File: config.mk
export PLATFORM = sky130hd
export DESIGN_NAME = mem_port_arbiter
export DESIGN_NICKNAME = d
export VERILOG_FILES = /design/src/rtl/mem_port_arbiter.sv
export SDC_FILE = /design/constraint.sdc
export NUM_CORES = 1
export LEC_CHECK = 0
export CELL_PAD_IN_SITES_DETAIL_PLACEMENT = 2
export CELL_PAD_IN_SITES_GLOBAL_PLACEMENT = 2
export CORE_ASPECT_RATIO = 1.75
export CORE_MARGIN = 10
export CORE_UTILIZATION = 20
export DETAILED_ROUTE_END_ITERATION = 8
export PLACE_DENSITY = 0.95
export SLEW_MARGIN = 10
export SYNTH_ARGS = -nofsm -noshare
export SYNTH_HDL_FRONTEND = slang
export SYNTH_SLANG_ARGS = --single-unit
File: constraint.sdc
create_clock -name clk -period 4.4 [get_ports clk]
set_input_delay 1.32 -clock clk [delete_from_list [all_inputs] [get_ports clk]]
set_output_delay 1.32 -clock clk [all_outputs]
set_load 0.05 [all_outputs]
File: src/rtl/mem_port_arbiter.sv
// mem_port_arbiter: shares one single-ported memory between the fetch stage and
// the data stage. Data has priority, fetch is protected by a streak limit, and a
// stalled response is aborted after TIMEOUT cycles with a NOP word and err_o.
module mem_port_arbiter #(
  parameter int AWIDTH     = 32,
  parameter int DWIDTH     = 32,
  parameter int MAX_STREAK = 4,
  parameter int TIMEOUT    = 64
) (
  input  logic              clk,
  input  logic              rst,
  // fetch requester
  input  logic              if_req_i,
  input  logic [AWIDTH-1:0] if_addr_i,
  output logic              if_gnt_o,
  output logic              if_rvalid_o,
  output logic [DWIDTH-1:0] if_rdata_o,
  // data requester
  input  logic              d_req_i,
  input  logic              d_we_i,
  input  logic [AWIDTH-1:0] d_addr_i,
  input  logic [DWIDTH-1:0] d_wdata_i,
  output logic              d_gnt_o,
  output logic              d_rvalid_o,
  output logic [DWIDTH-1:0] d_rdata_o,
  // memory side
  output logic              mem_req_o,
  output logic              mem_we_o,
  output logic [AWIDTH-1:0] mem_addr_o,
  output logic [DWIDTH-1:0] mem_wdata_o,
  input  logic              mem_gnt_i,
  input  logic              mem_rvalid_i,
  input  logic [DWIDTH-1:0] mem_rdata_i,
  // status
  output logic              err_o,
  output logic              busy_o
);

  localparam int SW = $clog2(MAX_STREAK + 1);
  localparam int TW = $clog2(TIMEOUT);
  localparam logic [SW-1:0]     STREAK_MAX = SW'(MAX_STREAK);
  localparam logic [TW-1:0]     TCNT_LAST  = TW'(TIMEOUT - 1);
  localparam logic [DWIDTH-1:0] NOP_WORD   = DWIDTH'(32'h0000_0013);

  typedef enum logic [1:0] {
    ST_IDLE = 2'd0,
    ST_REQ  = 2'd1,
    ST_RESP = 2'd2
  } state_t;

  state_t            r_state;
  logic              r_owner_d;   // 1 = data stage owns the transaction
  logic              r_we;
  logic [AWIDTH-1:0] r_addr;
  logic [DWIDTH-1:0] r_wdata;
  logic [SW-1:0]     r_streak;
  logic [TW-1:0]     r_tcnt;

  logic              w_gnt_d;
  logic              w_gnt_f;
  logic              w_resp;
  logic              w_mem_done;
  logic              w_tmo;
  logic              w_fin;
  logic [DWIDTH-1:0] w_rdata;

  // IDLE arbitration: data first unless its streak limit is hit while fetch waits.
  always_comb begin
    w_gnt_d = 1'b0;
    w_gnt_f = 1'b0;
    if (rst && (r_state == ST_IDLE)) begin
      if (d_req_i && (r_streak < STREAK_MAX)) begin
        w_gnt_d = 1'b1;
      end else if (if_req_i) begin
        w_gnt_f = 1'b1;
      end else if (d_req_i) begin
        w_gnt_d = 1'b1;
      end else begin
        w_gnt_d = 1'b0;
        w_gnt_f = 1'b0;
      end
    end else begin
      w_gnt_d = 1'b0;
      w_gnt_f = 1'b0;
    end
  end

  // Response completion: a real memory response beats a simultaneous timeout.
  assign w_resp     = rst && (r_state == ST_RESP);
  assign w_mem_done = w_resp && mem_rvalid_i;
  assign w_tmo      = w_resp && !mem_rvalid_i && (r_tcnt == TCNT_LAST);
  assign w_fin      = w_mem_done || w_tmo;

  // Response word: load data, zero for store acks, NOP on abort.
  always_comb begin
    w_rdata = {DWIDTH{1'b0}};
    if (w_mem_done) begin
      if (r_we) begin
        w_rdata = {DWIDTH{1'b0}};
      end else begin
        w_rdata = mem_rdata_i;
      end
    end else if (w_tmo) begin
      w_rdata = NOP_WORD;
    end else begin
      w_rdata = {DWIDTH{1'b0}};
    end
  end

  assign if_gnt_o    = w_gnt_f;
  assign d_gnt_o     = w_gnt_d;
  assign if_rvalid_o = w_fin && !r_owner_d;
  assign d_rvalid_o  = w_fin && r_owner_d;
  assign if_rdata_o  = (w_fin && !r_owner_d) ? w_rdata : {DWIDTH{1'b0}};
  assign d_rdata_o   = (w_fin && r_owner_d) ? w_rdata : {DWIDTH{1'b0}};
  assign err_o       = w_tmo;

  assign mem_req_o   = (r_state == ST_REQ);
  assign mem_we_o    = r_we;
  assign mem_addr_o  = r_addr;
  assign mem_wdata_o = r_wdata;
  assign busy_o      = (r_state != ST_IDLE);

  // Transaction FSM: latch the winner, hold the memory request, track timeout and streak.
  always_ff @(posedge clk or negedge rst) begin
    if (!rst) begin
      r_state   <= ST_IDLE;
      r_owner_d <= 1'b0;
      r_we      <= 1'b0;
      r_addr    <= {AWIDTH{1'b0}};
      r_wdata   <= {DWIDTH{1'b0}};
      r_streak  <= {SW{1'b0}};
      r_tcnt    <= {TW{1'b0}};
    end else begin
      case (r_state)
        ST_IDLE: begin
          if (w_gnt_d) begin
            r_owner_d <= 1'b1;
            r_we      <= d_we_i;
            r_addr    <= d_addr_i;
            r_wdata   <= d_wdata_i;
            r_state   <= ST_REQ;
            if (if_req_i) begin
              if (r_streak < STREAK_MAX) begin
                r_streak <= r_streak + {{(SW-1){1'b0}}, 1'b1};
              end
            end else begin
              r_streak <= {SW{1'b0}};
            end
          end else if (w_gnt_f) begin
            r_owner_d <= 1'b0;
            r_we      <= 1'b0;
            r_addr    <= if_addr_i;
            r_wdata   <= {DWIDTH{1'b0}};
            r_streak  <= {SW{1'b0}};
            r_state   <= ST_REQ;
          end
        end
        ST_REQ: begin
          if (mem_gnt_i) begin
            r_tcnt  <= {TW{1'b0}};
            r_state <= ST_RESP;
          end
        end
        ST_RESP: begin
          if (w_fin) begin
            r_state <= ST_IDLE;
          end else begin
            r_tcnt <= r_tcnt + {{(TW-1){1'b0}}, 1'b1};
          end
        end
        default: begin
          r_state <= ST_IDLE;
        end
      endcase
    end
  end

endmodule

==> impl_metrics.ini, run 1 <==
[outcome]
outcome = finished, final reports clean

[synth]
synth_warnings = 0
syn_avg_cell_area_um2 = 10.3
async_flop_share_pct = 100
synthFlopType = dfrtp_1
ys_seq_area_share_pct = 51.5
syn_nets = 499
syn_inst = 362
synth-edff-count = 0
post-synth-top-count-cell = dfrtp_1
syn-cell-area_mm2 = 0.00374
synthDistinctLibCells = 35
synthTopCellsByCount = dfrtp_1, and3_1, nand2_1
ys_seq_elements = 77
synth_area_leader_cell = dfrtp_1
synth_top_area_share_pct = 51.5
synthTopCellsByArea = dfrtp_1, and3_1, mux2i_1

[floorplanning]
dieArea_mm2 = 0.0248
coreArea_mm2 = 0.0185
start_util_pct = 20.2
fp.dieW_um = 123
boundaryPins = 271
std_cell_rows = 66
die_y_um = 201

[grt]
grt_pass1_wl_um = 29800
grt_max_degree = 99
gr-total-overflow = 0
antenna_found_initial = 0
grt_pass1_vias = 4628
grt_util_all_layers_pct = 15.7

[clock_network]
htree_levels = 3
clock_sinks = 77
cts_buffer_depth = 2
cts_buffers = 9
clkLatencyLatePin_ns = 0.34
postCtsSetupRepairBufs = 0
cts-root-buf = clkbuf_16
cts_tree = done
cts.reportedPaths.clkPinSlew_ns = 0.06

[timing]
finalSetupViolations = 0
final-hold-violation-count = 0
post-route-min-period_ns = 4.05
fin_skew_ns = 0.0110
rsz0062_at_grt = false
slew_headroom_pct = 31.2
whs_ns = 0.498
tightest_slew_ns = 1.03
slew_viol_final = 0
fmax_ghz = 0.247
fin_crit_sh_pct = 92.1

[pwr]
powerDensity_mw_per_mm2 = 616
clkPwrFrac_pct = 17.0
p_switching_w = 0.00230
leakagePower_nw = 3.59
p_seq_share_pct = 26.8
p_int_w = 0.00248
totalPowerFinal_w = 0.00478
vdd_drop_max_v = 0.000424
pwr-share-comb_pct = 56.2
p_sw_share_pct = 48.2

[setup_path]
crit_path_end_kind = output pin
path_class = primary input to output pin
required_ns = 3.08
cp-start-kind = primary input
reg2reg_slack_ns = 1.96
arrival_ns = 2.73
crit_fanout = 31

[finish]
area_growth_pct = 107
postLayoutCellArea_mm2 = 0.00776
nFillCells = 1892
diodes = 0
final_layout_size_suffix_gt1_share_pct = 16.7
nNetsFinal = 760

[placed_design]
dp_hpwl_um = 16300
dpl-instance-area_mm2 = 0.00741
port_buffers = 270
gp_congestion = 0.786

[detailed_routing]
drt-total-wl_um = 20400
drc = 0
ant_nets = 0
met2WireLength_um = 10800
drtPass1Iterations = 4
drt-initial-drc-count = 129
viasPerCell = 4.64
avgRoutedWirePerCell_um = 23.5
dr.max_layer_used = met4
wl_met1_um = 7370
vias = 4015
dr_wl_met3_um = 1810

[flow_run]
cap_viol_max_count = 0

[min_path]
min_path_type = flop to flop
-- power by group through the flow --
stage	registers (W)	clock network [W]	logic, W
finish	0.00128	0.000815	0.00269
global route	0.00133	0.000878	0.00283
CTS	0.00129	0.000843	0.00272
detailed placement	0.00128	0	0.00272
global placement	0.00126	0	0.00264
floorplan	0.00228	0	0.000609
-- layout by cell type (no fill, tap or decap), drive strengths merged, types with 3 or more instances in the layout --
master / n
dfrtp: 77
clkdlybuf4s50: 199
nand2b: 3
buf: 79
nor2: 10
mux2i: 34
inv: 7
nand2: 39
and3: 59
clkinv: 3
a22o: 35
o21ai: 34
nand3: 4
a21oi: 9
clkbuf: 10
-- registers in the layout, summed over array words and instances, names as in the netlist --
register     count
r_owner_d        1
mem_addr_o      32
mem_we_o         1
r_tcnt           6
r_streak         3
mem_wdata_o     32
r_state          2
-- repair_timing --
| item | 4_1_cts | 5_1_grt |
|---|---|---|
| cloned | 0 | 1 |
| endpoints found under the setup margin | 1 | 6 |
| hold buffers | 0 | 0 |
| resized for setup | 1 | 2 |
-- through the flow --
stage	TNS [ns]	instances	utilization, %	setup WS, ns
4_1_cts	0	865	41.8	0.0171
3_3_place_gp	0	849	40.0	0.160
5_1_grt	0	866	42.0	0.244
2_1_floorplan	-0.199	362	-	-0.0332
3_5_place_dp	0	849	40.0	0.00902
6_report	0	866	42.0	0.350
-- area by class of cell --
class,count,area [µm²],share of cell area [%]
clock buffer,9,225,2.90
clock inverter,7,97.6,1.26
inverter,7,27.5,0.355
multi-input combinational,248,1660,21.4
sequential,77,1930,24.8
tap,238,298,3.84
timing repair buffer,280,3520,45.4
-- worst max-delay path: stages --
cell,delay (ns)
dlymetal6s2s_1,0.23
nand2_1,0.16
nor3_4,0.26
buf_12,0.22
a21oi_1,0.13
nor2_1,0.22
buf_12,0.17
-- path summary, 6_finish.rpt --
check / startpoint / end / depth (start not counted)
worst max-delay path: mem_rvalid_i / if_rdata_o[4] / 7
worst min-delay path: mem_wdata_o[15] / mem_wdata_o[15] / 1
worst max register to register: r_state[1] / r_streak[0] / 6
worst min register to register: mem_wdata_o[15] / mem_wdata_o[15] / 1
max in group asynchronous: rst / r_tcnt[5] / 3
min in group asynchronous: rst / mem_addr_o[4] / 2
-- metal layers --
metal,track usage [%],vias to the layer above
li1,-,1823
met1,16.2,1975
met2,28.6,199
met3,5.38,18
met4,4.72,0
met5,0,-
-- logic make-up after synthesis --
kind of cell,count (synthesis),share of synthesized area (%)
AO/OA/AOI/OAI,85,15.6
adder cells (fa/ha/maj),2,0.668
buffers and inverters,37,4.68
flip-flops,77,51.5
multiplexers,35,9.39
AND/OR/NAND/NOR,126,18.2
No activity file was read; power rests on OpenSTA's default activity.
==> inputs of run 2 (changes only) <==
- CORE_ASPECT_RATIO: 1.75 -> not set
- SLEW_MARGIN: 10 -> 20
==> impl_metrics.ini, run 2 (synthesized netlist as in run 1, its figures left out) <==
[setup_path]
crit_fanout = 15
reg2reg_slack_ns = 2.05
cp-start-kind = primary input
path_class = primary input to output pin
arrival_ns = 2.97
required_ns = 3.08
r2r-end = r_streak[0]
rr_worst_depth = 6
reg2reg_from = r_state[1]
crit_path_end_kind = output pin

[finish]
final_layout_size_suffix_gt1_share_pct = 16.9
stdcell_count = 858
nFillCells = 1819
layout_common_cells = clkdlybuf4s50_1, dfrtp_1, buf_12, and3_1, nand2_1
area_growth_pct = 105
nNetsFinal = 760
final_common_cell = clkdlybuf4s50_1

[timing]
setup_ws_ns = 0.108
tightest_slew_ns = 0.982
rsz0062_at_grt = true
finalSetupTns_ns = 0
post-route-min-period_ns = 4.29
finalSetupViolations = 0
whs_ns = 0.500
fin_crit_sh_pct = 97.6
final-hold-violation-count = 0
fin_skew_ns = 0.00594
slew_headroom_pct = 34.5
slew_viol_final = 0
fmax_ghz = 0.233

[clock_network]
cts_buffers = 9
postCtsHoldBufs = 0
cts-root-buf = clkbuf_16
clock_sinks = 77
cts_tree = done
cts.reportedPaths.clkPinSlew_ns = 0.06
htree_levels = 3
clkLatencyLatePin_ns = 0.34
cts_buffer_depth = 2

[placed_design]
place_inst = 841
port_buffers = 270
dp_hpwl_um = 16500
gp_congestion = 0.978
dp_slack_ns = 0.0265

[floorplanning]
coreArea_mm2 = 0.0182
std_cell_rows = 49
start_util_pct = 20.6
die_y_um = 157
dieArea_mm2 = 0.0246
boundaryPins = 271
fp.dieW_um = 157

[grt]
grt_util_all_layers_pct = 16.0
grt_pass1_vias = 4775
grt_max_degree = 99
antenna_found_initial = 0
grt_pass1_wl_um = 30000
gr-total-overflow = 0

[min_path]
whs_path_depth = 1
min_to = mem_wdata_o[19]
min_path_type = flop to flop
min_from = mem_wdata_o[19]

[detailed_routing]
drtPass1Iterations = 4
drc = 0
ant_nets = 0
avgRoutedWirePerCell_um = 23.2
drt-initial-drc-count = 103
vias = 3978
drt-total-wl_um = 19900
viasPerCell = 4.64

[outcome]
outcome = finished, final reports clean

[pwr]
leakagePower_nw = 3.56
vdd_drop_max_v = 0.000416
powerDensity_mw_per_mm2 = 614
totalPowerFinal_w = 0.00471

[flow_run]
cap_viol_max_count = 0
## run 2: final cells by class
class	instances	area (µm²)	area share (%)
antenna	1	2.50	0.0326
clock buffer	11	243	3.16
clock inverter	5	58.8	0.766
inverter	7	26.3	0.342
multi-input combinational	248	1670	21.7
sequential	77	1930	25.1
tap	229	287	3.73
timing repair buffer	280	3470	45.2
## run 2: layer usage
metal / vias to the layer above / share of wire [%] / GRT usage, %
met4: 0 / 2.5 / 6.74
met2: 211 / 50 / 27.8
met5: - / 0 / 0
li1: 1814 / - / -
met3: 23 / 12 / 7.73
met1: 1930 / 35 / 15.9
## run 2: per-stage QoR
step,utilization [%],area (µm²)
2_1_floorplan,-,3750
3_3_place_gp,40.4,7360
3_5_place_dp,40.4,7360
4_1_cts,42.1,7660
5_1_grt,42.2,7680
6_report,42.2,7680
## run 2: how the worst max path moves through the flow
| stage | startpoint | end | slack (ns) |
|---|---|---|---|
| finish | mem_rvalid_i | if_rdata_o[1] | 0.11 |
| global route | mem_rvalid_i | d_rdata_o[1] | -0.04 |
| floorplan | rst | d_rdata_o[0] | -0.03 |
| detailed placement | mem_rvalid_i | if_rdata_o[17] | 0.03 |
| global placement | mem_rvalid_i | d_rdata_o[0] | 0.15 |
| CTS | mem_rvalid_i | if_rdata_o[17] | 0.04 |
## run 2: worst max-delay path: stages
cell and delay [ns]:
clkdlybuf4s50_1 0.59, nand2_1 0.15, nor3_4 0.17, buf_4 0.22, a21oi_1 0.13, nor2_1 0.21
buf_12 0.17
## run 2: where the power goes
group / leakage [nW] / switching (W) / internal (W)
clock: 0.142 / 0.000304 / 0.000456
sequential: 0.972 / 0.000244 / 0.00104
combinational: 2.44 / 0.00174 / 0.000925
total: 3.56 / 0.00229 / 0.00243
## run 2: repair_timing
item,CTS,global route
resized for setup,0,5
setup endpoints to repair,0,50
buffers inserted,0,0
